==> src/rtl/alu_seq.sv <==
// alu_seq: handshaked ALU with registered flags, iterative shifts and a shift-add multiplier
module alu_seq #(
  parameter int WIDTH = 16,
  parameter int AW = $clog2(WIDTH)
) (
  input  logic             clk,
  input  logic             reset,
  input  logic             in_valid,
  output logic             in_ready,
  input  logic [4:0]       op,
  input  logic [WIDTH-1:0] rdest,
  input  logic [WIDTH-1:0] rsrc,
  output logic             out_valid,
  input  logic             out_ready,
  output logic [WIDTH-1:0] result,
  output logic [4:0]       flags,
  output logic             illegal,
  output logic             busy
);
  typedef enum logic [1:0] {IDLE, SHIFT, MUL, DONE} state_t;
  localparam int CW = $clog2(WIDTH) + 1;
  state_t state, state_nx;
  logic [CW-1:0] cnt;
  logic [4:0] opr, alu_f;
  logic [WIDTH-1:0] sh, sh_nx, mcand, alu_r;
  logic [2*WIDTH-1:0] prod, prod_nx;
  logic [WIDTH:0] sum, add_s, sub_d;
  logic [AW-1:0] k;
  logic accept, cin, sh_out, last;
  assign k = rsrc[AW-1:0];
  assign in_ready = state == IDLE;
  assign out_valid = state == DONE;
  assign busy = state == SHIFT || state == MUL;
  assign accept = in_valid && in_ready;
  assign cin = flags[0] && (op == 5'd10 || op == 5'd11);
  assign last = cnt == CW'(1);
  // sequencing: multi-cycle ops count down in SHIFT/MUL, everything else goes straight to DONE
  always_comb begin
    state_nx = state;
    case (state)
      IDLE:    if (accept) state_nx = (op == 5'd12) ? MUL : (op >= 5'd7 && op <= 5'd9 && k != '0) ? SHIFT : DONE;
      SHIFT:   if (last) state_nx = DONE;
      MUL:     if (last) state_nx = DONE;
      default: if (out_ready) state_nx = IDLE;
    endcase
  end
  // single-cycle result and flags, evaluated on the operands being accepted
  always_comb begin
    add_s = {1'b0, rdest} + {1'b0, rsrc} + {{WIDTH{1'b0}}, cin};
    sub_d = {1'b0, rdest} - {1'b0, rsrc} - {{WIDTH{1'b0}}, cin};
    alu_r = '0;
    alu_f = flags;
    case (op)
      5'd0, 5'd10: begin
        alu_r = add_s[WIDTH-1:0];
        alu_f[0] = add_s[WIDTH];
        alu_f[2] = (rdest[WIDTH-1] == rsrc[WIDTH-1]) && (add_s[WIDTH-1] != rdest[WIDTH-1]);
      end
      5'd1, 5'd11: begin
        alu_r = sub_d[WIDTH-1:0];
        alu_f[0] = sub_d[WIDTH];
        alu_f[2] = (rdest[WIDTH-1] != rsrc[WIDTH-1]) && (sub_d[WIDTH-1] != rdest[WIDTH-1]);
      end
      5'd2: begin
        alu_r = result;
        alu_f[1] = rdest < rsrc;
        alu_f[4] = $signed(rdest) < $signed(rsrc);
      end
      5'd3: alu_r = rdest & rsrc;
      5'd4: alu_r = rdest | rsrc;
      5'd5: alu_r = rdest ^ rsrc;
      5'd6: alu_r = ~rsrc;
      5'd7, 5'd8, 5'd9: begin
        alu_r = rdest;
        alu_f[0] = 1'b0;
      end
      default: ;
    endcase
    if (op <= 5'd11) alu_f[3] = (op == 5'd2) ? (rdest == rsrc) : ~|alu_r;
  end
  // one shift step and one shift-add multiply step per cycle
  always_comb begin
    sh_nx = (opr == 5'd7) ? {sh[WIDTH-2:0], 1'b0} : {(opr == 5'd9) & sh[WIDTH-1], sh[WIDTH-1:1]};
    sh_out = (opr == 5'd7) ? sh[WIDTH-1] : sh[0];
    sum = {1'b0, prod[2*WIDTH-1:WIDTH]} + (prod[0] ? {1'b0, mcand} : '0);
    prod_nx = {sum, prod[WIDTH-1:1]};
  end
  // state, operand capture and result/flag writeback
  always_ff @(posedge clk) begin
    if (reset) begin
      state <= IDLE;
      result <= '0;
      flags <= '0;
      illegal <= 1'b0;
      cnt <= '0;
      opr <= '0;
      sh <= '0;
      mcand <= '0;
      prod <= '0;
    end else begin
      state <= state_nx;
      case (state)
        IDLE: if (accept) begin
          opr <= op;
          sh <= rdest;
          mcand <= rdest;
          prod <= {{WIDTH{1'b0}}, rsrc};
          cnt <= (op == 5'd12) ? CW'(WIDTH) : CW'(k);
          illegal <= op > 5'd12;
          if (state_nx == DONE) begin
            result <= alu_r;
            flags <= alu_f;
          end
        end
        SHIFT: begin
          sh <= sh_nx;
          cnt <= cnt - CW'(1);
          if (last) begin
            result <= sh_nx;
            flags[0] <= sh_out;
            flags[3] <= ~|sh_nx;
          end
        end
        MUL: begin
          prod <= prod_nx;
          cnt <= cnt - CW'(1);
          if (last) begin
            result <= prod_nx[WIDTH-1:0];
            flags[2] <= |prod_nx[2*WIDTH-1:WIDTH];
            flags[3] <= ~|prod_nx[WIDTH-1:0];
          end
        end
        default: ;
      endcase
    end
  end
endmodule

==> config.mk <==
export PLATFORM = sky130hd
export DESIGN_NAME = alu_seq
export DESIGN_NICKNAME = d
export VERILOG_FILES = /design/src/rtl/alu_seq.sv
export SDC_FILE = /design/constraint.sdc
export NUM_CORES = 1
export LEC_CHECK = 0
export BUFFER_PORTS_ARGS = -buffer_cell sky130_fd_sc_hd__buf_4
export CAP_MARGIN = 20
export CORE_UTILIZATION = 62
export CTS_CLUSTER_DIAMETER = 100
export DETAILED_ROUTE_END_ITERATION = 7
export PLACE_DENSITY = 0.82
export SYNTH_ARGS = -nofsm -noshare
export SYNTH_HDL_FRONTEND = slang
export SYNTH_SLANG_ARGS = --single-unit
==> constraint.sdc <==
create_clock -name clk -period 6.69 [get_ports clk]
set_clock_uncertainty 0.15 [all_clocks]
set_input_delay 0.669 -clock clk [delete_from_list [all_inputs] [get_ports clk]]
set_output_delay 0.669 -clock clk [all_outputs]
set_load 0.05 [all_outputs]
==> reports/results.txt, run 1 <==
Crit path arrival time -> 4.66 ns
number of flops mapped to enable cells by yosys -> 0
maximum level of the CTS H-tree -> 3
unrepaired setup endpoints after global routing -> no
port bufs -> 65
Final Net Count -> 1358
largest net degree at the start of global routing -> 75
fraction of synthesized cell area taken by the top area cell type -> 22.01%
post-detailed-route DRC marker count -> 0
max cap viols -> 0
launching point of the worst reg2reg path -> prod[0]
synthesized netlist cell count -> 1191
sum of buffers and inverters on the critical path -> 1
most used standard cells in the synthesized netlist -> nand2_1, nor2_1, a21oi_1
setup-violating endpoint count in the final report -> 0
slew margin rel. -> 30.09%
maximum frequency from static timing analysis -> 220.1 MHz
async set or reset register ratio after synthesis -> 0%
post-place instance area -> 9447 um^2
slew at the pin closest to its max-slew limit -> 1.045 ns
Antenna diodes -> 0
Area growth, synth to finish -> 9.545%
Layout fillers -> 1206
number of warning messages in the yosys log -> 0
overall via count from detail_route -> 9383
maximum single-stage delay on the critical path -> 0.50 ns
area of the die -> 14860 um^2
Setup Total Neg Slack -> 0 ns
endpoint required time on the critical path -> 6.81 ns
count of placed standard cells including taps -> 1381
HPWL Detailed -> 20.73 mm
reg2reg path depth -> 12
synth unique cells -> 74
most used flip-flop cell after synthesis -> dfxtp_1
critical path capture point type -> register
proportion of synthesized chip area in sequential cells -> 22.01%
flops & latches, synth -> 98
cell type of the slowest stage on the worst timing path -> or4_1
Worst R2R End -> flags[2]
sum of routed wire length over all layers -> 28.70 mm
ranking of synthesized cells by area -> dfxtp_1, ha_1, a21oi_1
starting density of the core -> 63.97%
clock insertion delay at the later pin of the skew report -> 0.36 ns
Final Non-Filler Cells -> 1397
largest area contributor in the synthesized netlist -> dfxtp_1
list of cells traversed by the critical path -> buf_4 > nand4_1 > fa_1 > fa_1 > and2_1 > o211a_1 > a221oi_1 > nand3_1 > or4_1 > or4_1 > nor4_1 > nand4_1 > o41ai_2
Worst Hold Launch -> mcand[13]
setup fix buffers added after clock tree synthesis -> 0
ANT nets after route -> 0
largest driver fanout on the critical path -> 33
CTS resizes -> 0
final-report max-slew violation count -> 0
final critical-path required period -> 4.543 ns
worst reg2reg setup slack -> 2.36 ns
antenna violations before repair -> 0
number of I/O pins -> 66
cell depth of the worst hold path -> 2
worst hold path class -> register to register
Die Width -> 121.9 um
number of standard-cell rows in the floorplan -> 43
Worst Hold Endpoint -> mcand[13]
Worst VDD drop -> 0.2555 mV
violation count after the first detailed-route iteration -> 1066
post-route fraction of the period consumed by the critical path -> 67.90%
WS Path Type -> input port to register
nets in the synthesized netlist -> 1337
total non-filler cell area in the finished layout -> 9764 um^2
layout cells sized above 1 -> 9.449%
dominant cell by count in the synthesized netlist -> nand2_1
wire length of the first global-routing pass -> 45.02 mm
hold-fix buffer count after cts -> 0
PD cells -> 301.9 nW/um^2
Mapped Area -> 8914 um^2
placeable core area -> 13930 um^2
total global-route track usage -> 39.18%
leakage power summed over all cells -> 4.182 nW
Vert. Die Dim -> 121.9 um
Crit path max-delay family -> simple AND/OR/NAND/NOR gates
Worst setup SP type -> input port
Bufs on Longest Clock Path -> 2
detailed-route wire length per cell -> 20.55 um
TritonCTS Sinks -> 98
global route overflow -> 0
total clock buffers created by CTS -> 9
via count of the first global-routing pass -> 8463
drt via density -> 6.717
register clock-pin slew on the reported worst setup and hold paths -> 0.08 ns
CTS tree -> done
run status -> completed
weighted congestion reported at the end of routability-driven placement -> 0.9679
mean instance size in the synthesized netlist -> 7.484 um^2
number of hold violations in the final report -> 0
number of iterations in the first detailed-routing pass -> 8
Root Driver -> clkbuf_16
Hold Slack -> 0.2998 ns
## tightest hold or removal path, cell delays in order (launching register included)
cell	delay [ns]
dfxtp_1	0.31
nand2_1	0.05
a21oi_1	0.05
## registers in the layout (all words and copies together) (netlist names)
name	count
result	16
mcand	16
cnt	5
sh	16
opr	5
flags	5
prod	32
illegal	1
state	2
## cell families (layout without fill, tap and decap cells)
kind of cell               Yosys count  after routing  share of synthesized area (%)
and+or+nand+nor                    418            418                          22.24
AOI/OAI and AO/OA                  365            365                          27.50
buffers and inverters              143            169                          6.471
adders and majority gates          105            105                          15.16
DFF                                 98             98                          22.01
muxes                               32             32                          3.678
xor gates and xnor gates            30             30                          2.948
## routing by layer
| metal | GRT usage (%) | wire length [um] | up-vias | part of all wire (%) |
|---|---|---|---|---|
| met5 | 0 | 0 | - | 0 |
| li1 | - | - | 4367 | - |
| met1 | 54.14 | 12010 | 4348 | 42 |
| met3 | 4.588 | 2997 | 92 | 10 |
| met2 | 59.89 | 12480 | 576 | 43 |
| met4 | 19.68 | 1219 | 0 | 4.2 |
## layout make-up
type	count	area (um^2)	share of cell area (%)
timing repair buffer	79	593.1	6.074
tap	180	225.2	2.307
multi-input combinational	950	6389	65.43
inverter	74	277.8	2.845
sequential	98	1962	20.09
clock buffer	9	225.2	2.307
clock inverter	7	92.59	0.9482
## placed cells by master, fill, tap and decap left out, drive strengths merged, types with 7 or more instances in the layout
cell	instances
a211oi	32
a21o	12
a21oi	117
a222oi	7
a22oi	29
a311oi	21
a31oi	8
and2	26
and3	11
buf	79
clkbuf	9
dfxtp	98
ha	100
inv	76
mux2i	26
nand2	134
nand2b	11
nand3	27
nand4	11
nor2	119
nor2b	12
nor3	18
nor4	15
o211ai	29
o21a	10
o21ai	42
o21bai	8
or4	7
xnor2	18
xor2	12
## how the worst max path moves through the flow
stage / startpoint / cells after the start / to / slack [ns]
after global routing: op[1] / 13 / result[14] / 1.98
after CTS: op[1] / 13 / flags[3] / 2.22
final: op[1] / 13 / flags[3] / 2.15
after detailed placement: op[1] / 13 / flags[3] / 1.86
after global placement: op[1] / 13 / flags[3] / 1.95
after floorplan: op[1] / 15 / flags[3] / 1.79
## power breakdown
group / total [mW] / leakage [nW] / switching (mW) / internal, mW
logic: 1.53 / 3.22 / 1.05 / 0.484
clock network: 0.570 / 0.156 / 0.269 / 0.301
registers: 0.848 / 0.802 / 0.128 / 0.719
total: 2.95 / 4.18 / 1.44 / 1.51
## through the flow
step	util, %	power, mW	worst slack (ns)
2_1_floorplan	-	1.892	1.788
3_3_place_gp	67.79	2.311	1.948
3_5_place_dp	67.79	2.333	1.860
4_1_cts	70.07	2.904	2.219
5_1_grt	70.07	3.094	1.984
6_report	70.07	2.948	2.147
(Power assumes the default switching activity.)
==> inputs of run 2 (changes only) <==
Settings changed: ABC_AREA set to 1, CORE_UTILIZATION 62 to 63, PLACE_DENSITY 0.82 to 0.83.
Clock period 6.69 ns to 4.75 ns, I/O delays scaled along.
==> reports/results.txt, run 2 <==
sum of routed wire length over all layers -> 34.13 mm
overall via count from detail_route -> 11090
HPWL Detailed -> 26.54 mm
worst hold path class -> input port to register
CTS tree -> done
setup-violating endpoint count in the final report -> 0
hold-fix buffer count after cts -> 0
number of I/O pins -> 66
PD cells -> 455.0 nW/um^2
Antenna diodes -> 0
synth unique cells -> 45
leading cell types in the layout, fill and taps excluded -> nand2_1, inv_1, nor2_1, a21oi_1, nand3_1
violation count after the first detailed-route iteration -> 1248
clock insertion delay at the later pin of the skew report -> 0.36 ns
most used standard cells in the synthesized netlist -> nand2_1, inv_1, nor2_1
endpoint required time on the critical path -> 4.90 ns
max cap viols -> 0
number of hold violations in the final report -> 0
combinational family with the most area after synthesis -> simple AND/OR/NAND/NOR gates
flops & latches, synth -> 98
post-route fraction of the period consumed by the critical path -> 75.67%
largest driver fanout on the critical path -> 20
proportion of synthesized chip area in sequential cells -> 20.35%
cell type of the slowest stage on the worst timing path -> fa_1
fraction of synthesized cell area taken by the top area cell type -> 20.35%
Setup Total Neg Slack -> 0 ns
CP dominant cell by count -> nand2_1
maximum frequency from static timing analysis -> 278.2 MHz
Crit path arrival time -> 3.74 ns
worst reg2reg setup slack -> 1.39 ns
number of iterations in the first detailed-routing pass -> 8
global route overflow -> 0
dominant cell by count in the synthesized netlist -> nand2_1
antenna violations before repair -> 0
max reg flops -> 32
post-detailed-route DRC marker count -> 7
failing checks -> DRC
portion of netlist area occupied by mux cells -> 0%
total non-filler cell area in the finished layout -> 10480 um^2
critical path capture point type -> register
wire length of the first global-routing pass -> 53.89 mm
Area growth, synth to finish -> 8.656%
ranking of synthesized cells by area -> dfxtp_1, nand2_1, ha_1
Worst setup SP type -> input port
Die Width -> 125.7 um
commonest non-fill, non-tap cell in the layout -> nand2_1
number of flops mapped to enable cells by yosys -> 0
slew margin rel. -> 17.71%
total clock buffers created by CTS -> 9
Mapped Area -> 9640 um^2
XOR/XNOR Fraction of Synth Area -> 1.272%
layout cells sized above 1 -> 8.171%
Vert. Die Dim -> 125.7 um
Root Driver -> clkbuf_16
post-place instance area -> 10170 um^2
final critical-path required period -> 3.595 ns
mean instance size in the synthesized netlist -> 6.018 um^2
ANT nets after route -> 0
number of standard-cell rows in the floorplan -> 44
slew at the pin closest to its max-slew limit -> 1.230 ns
Final Net Count -> 1781
synthesized netlist cell count -> 1602
area share of and/or/nand/nor cells after synthesis -> 34.94%
setup fix buffers added after clock tree synthesis -> 0
Worst VDD drop -> 0.3889 mV
placeable core area -> 14750 um^2
maximum level of the CTS H-tree -> 3
TritonCTS Sinks -> 98
largest register by flop count -> prod
largest area contributor in the synthesized netlist -> dfxtp_1
drt via density -> 6.081
async set or reset register ratio after synthesis -> 0%
unrepaired setup endpoints after global routing -> no
total global-route track usage -> 43.63%
detailed-route wire length per cell -> 18.71 um
register clock-pin slew on the reported worst setup and hold paths -> 0.07 ns
most used flip-flop cell after synthesis -> dfxtp_1
number of warning messages in the yosys log -> 0
via count of the first global-routing pass -> 10350
leakage power summed over all cells -> 5.496 nW
weighted congestion reported at the end of routability-driven placement -> 1.007
starting density of the core -> 65.34%
run status -> complete, but fails checks
Bufs on Longest Clock Path -> 2
port bufs -> 65
WS Path Type -> input port to register
final-report max-slew violation count -> 0
largest net degree at the start of global routing -> 51
Synth Area in Compound Gates -> 17.42%
CTS resizes -> 0
nets in the synthesized netlist -> 1748
area of the die -> 15800 um^2
maximum single-stage delay on the critical path -> 0.51 ns
Synth Area in Adders -> 14.02%
[run 2: cell count changes in the layout (fill, tap and decap cells not counted), sizes merged, moves of 13 or more]
| cell | delta |
|---|---|
| inv | +163 |
| or2 | +14 |
| nand2 | +335 |
| o211ai | -17 |
| mux2i | -26 |
| nor2 | +16 |
| a211oi | -32 |
| a21oi | +13 |
| nand3 | +90 |
| a31oi | +13 |
| o21ai | +63 |
| a22oi | -29 |
| and2 | -21 |
| a311oi | -21 |
[run 2: critical path: cells and delay by family]
kind            cells  cell delay (ns)
fa+ha+maj           2             0.66
compound gates      2             0.38
buf+inv             4             0.52
simple gates       19             1.72
[run 2: final timing paths]
| path | cells after the start | from | endpoint |
|---|---|---|---|
| worst max register to register | 19 | prod[0] | flags[2] |
| worst max-delay path | 27 | op[4] | flags[3] |
| worst min-delay path | 3 | rsrc[14] | prod[14] |
| worst min register to register | 2 | prod[19] | prod[19] |
[run 2: kinds of logic after synthesis]
| logic type | after synthesis |
|---|---|
| buf+inv | 291 |
| simple gates | 795 |
| compound gates | 299 |
| xor+xnor | 14 |
| flops | 98 |
| fa+ha+maj | 105 |
[run 2: power breakdown]
part | switching, mW | internal (mW) | leakage [nW] | total, mW
Combinational | 1.93 | 0.786 | 4.55 | 2.71
Clock | 0.353 | 0.416 | 0.144 | 0.769
Sequential | 0.204 | 1.08 | 0.805 | 1.29
[run 2: metrics by stage]
stage                     setup WS [ns]  power [mW]  hold WS, ns  util, %  cells
after floorplan                   1.551       3.166       0.2953        -   1602
after global placement           0.9697       3.840       0.3062    68.95   1808
after detailed placement         0.8831       3.884       0.3143    68.95   1808
after CTS                         1.244       4.662       0.2688    71.00   1824
after global routing             0.7911       5.038       0.2868    71.00   1824
final                             1.155       4.766       0.2736    71.00   1824
[run 2: area by class of cell]
type,instances,area (um^2)
fillers,1384,4279
multi-input cells,1213,6529
repair buffers,74,555.5
well taps,184,230.2
flip-flops and latches,98,1962
clock buffers,10,229.0
inverters,239,897.1
clock inverters,6,72.57
[run 2: layer usage]
metal,GRT usage (%),up-vias,wire length (um)
met5,0,-,0
li1,-,5250,-
met3,6.924,174,3306
met1,51.24,5001,12650
met4,31.64,0,2664
met2,72.52,667,15510
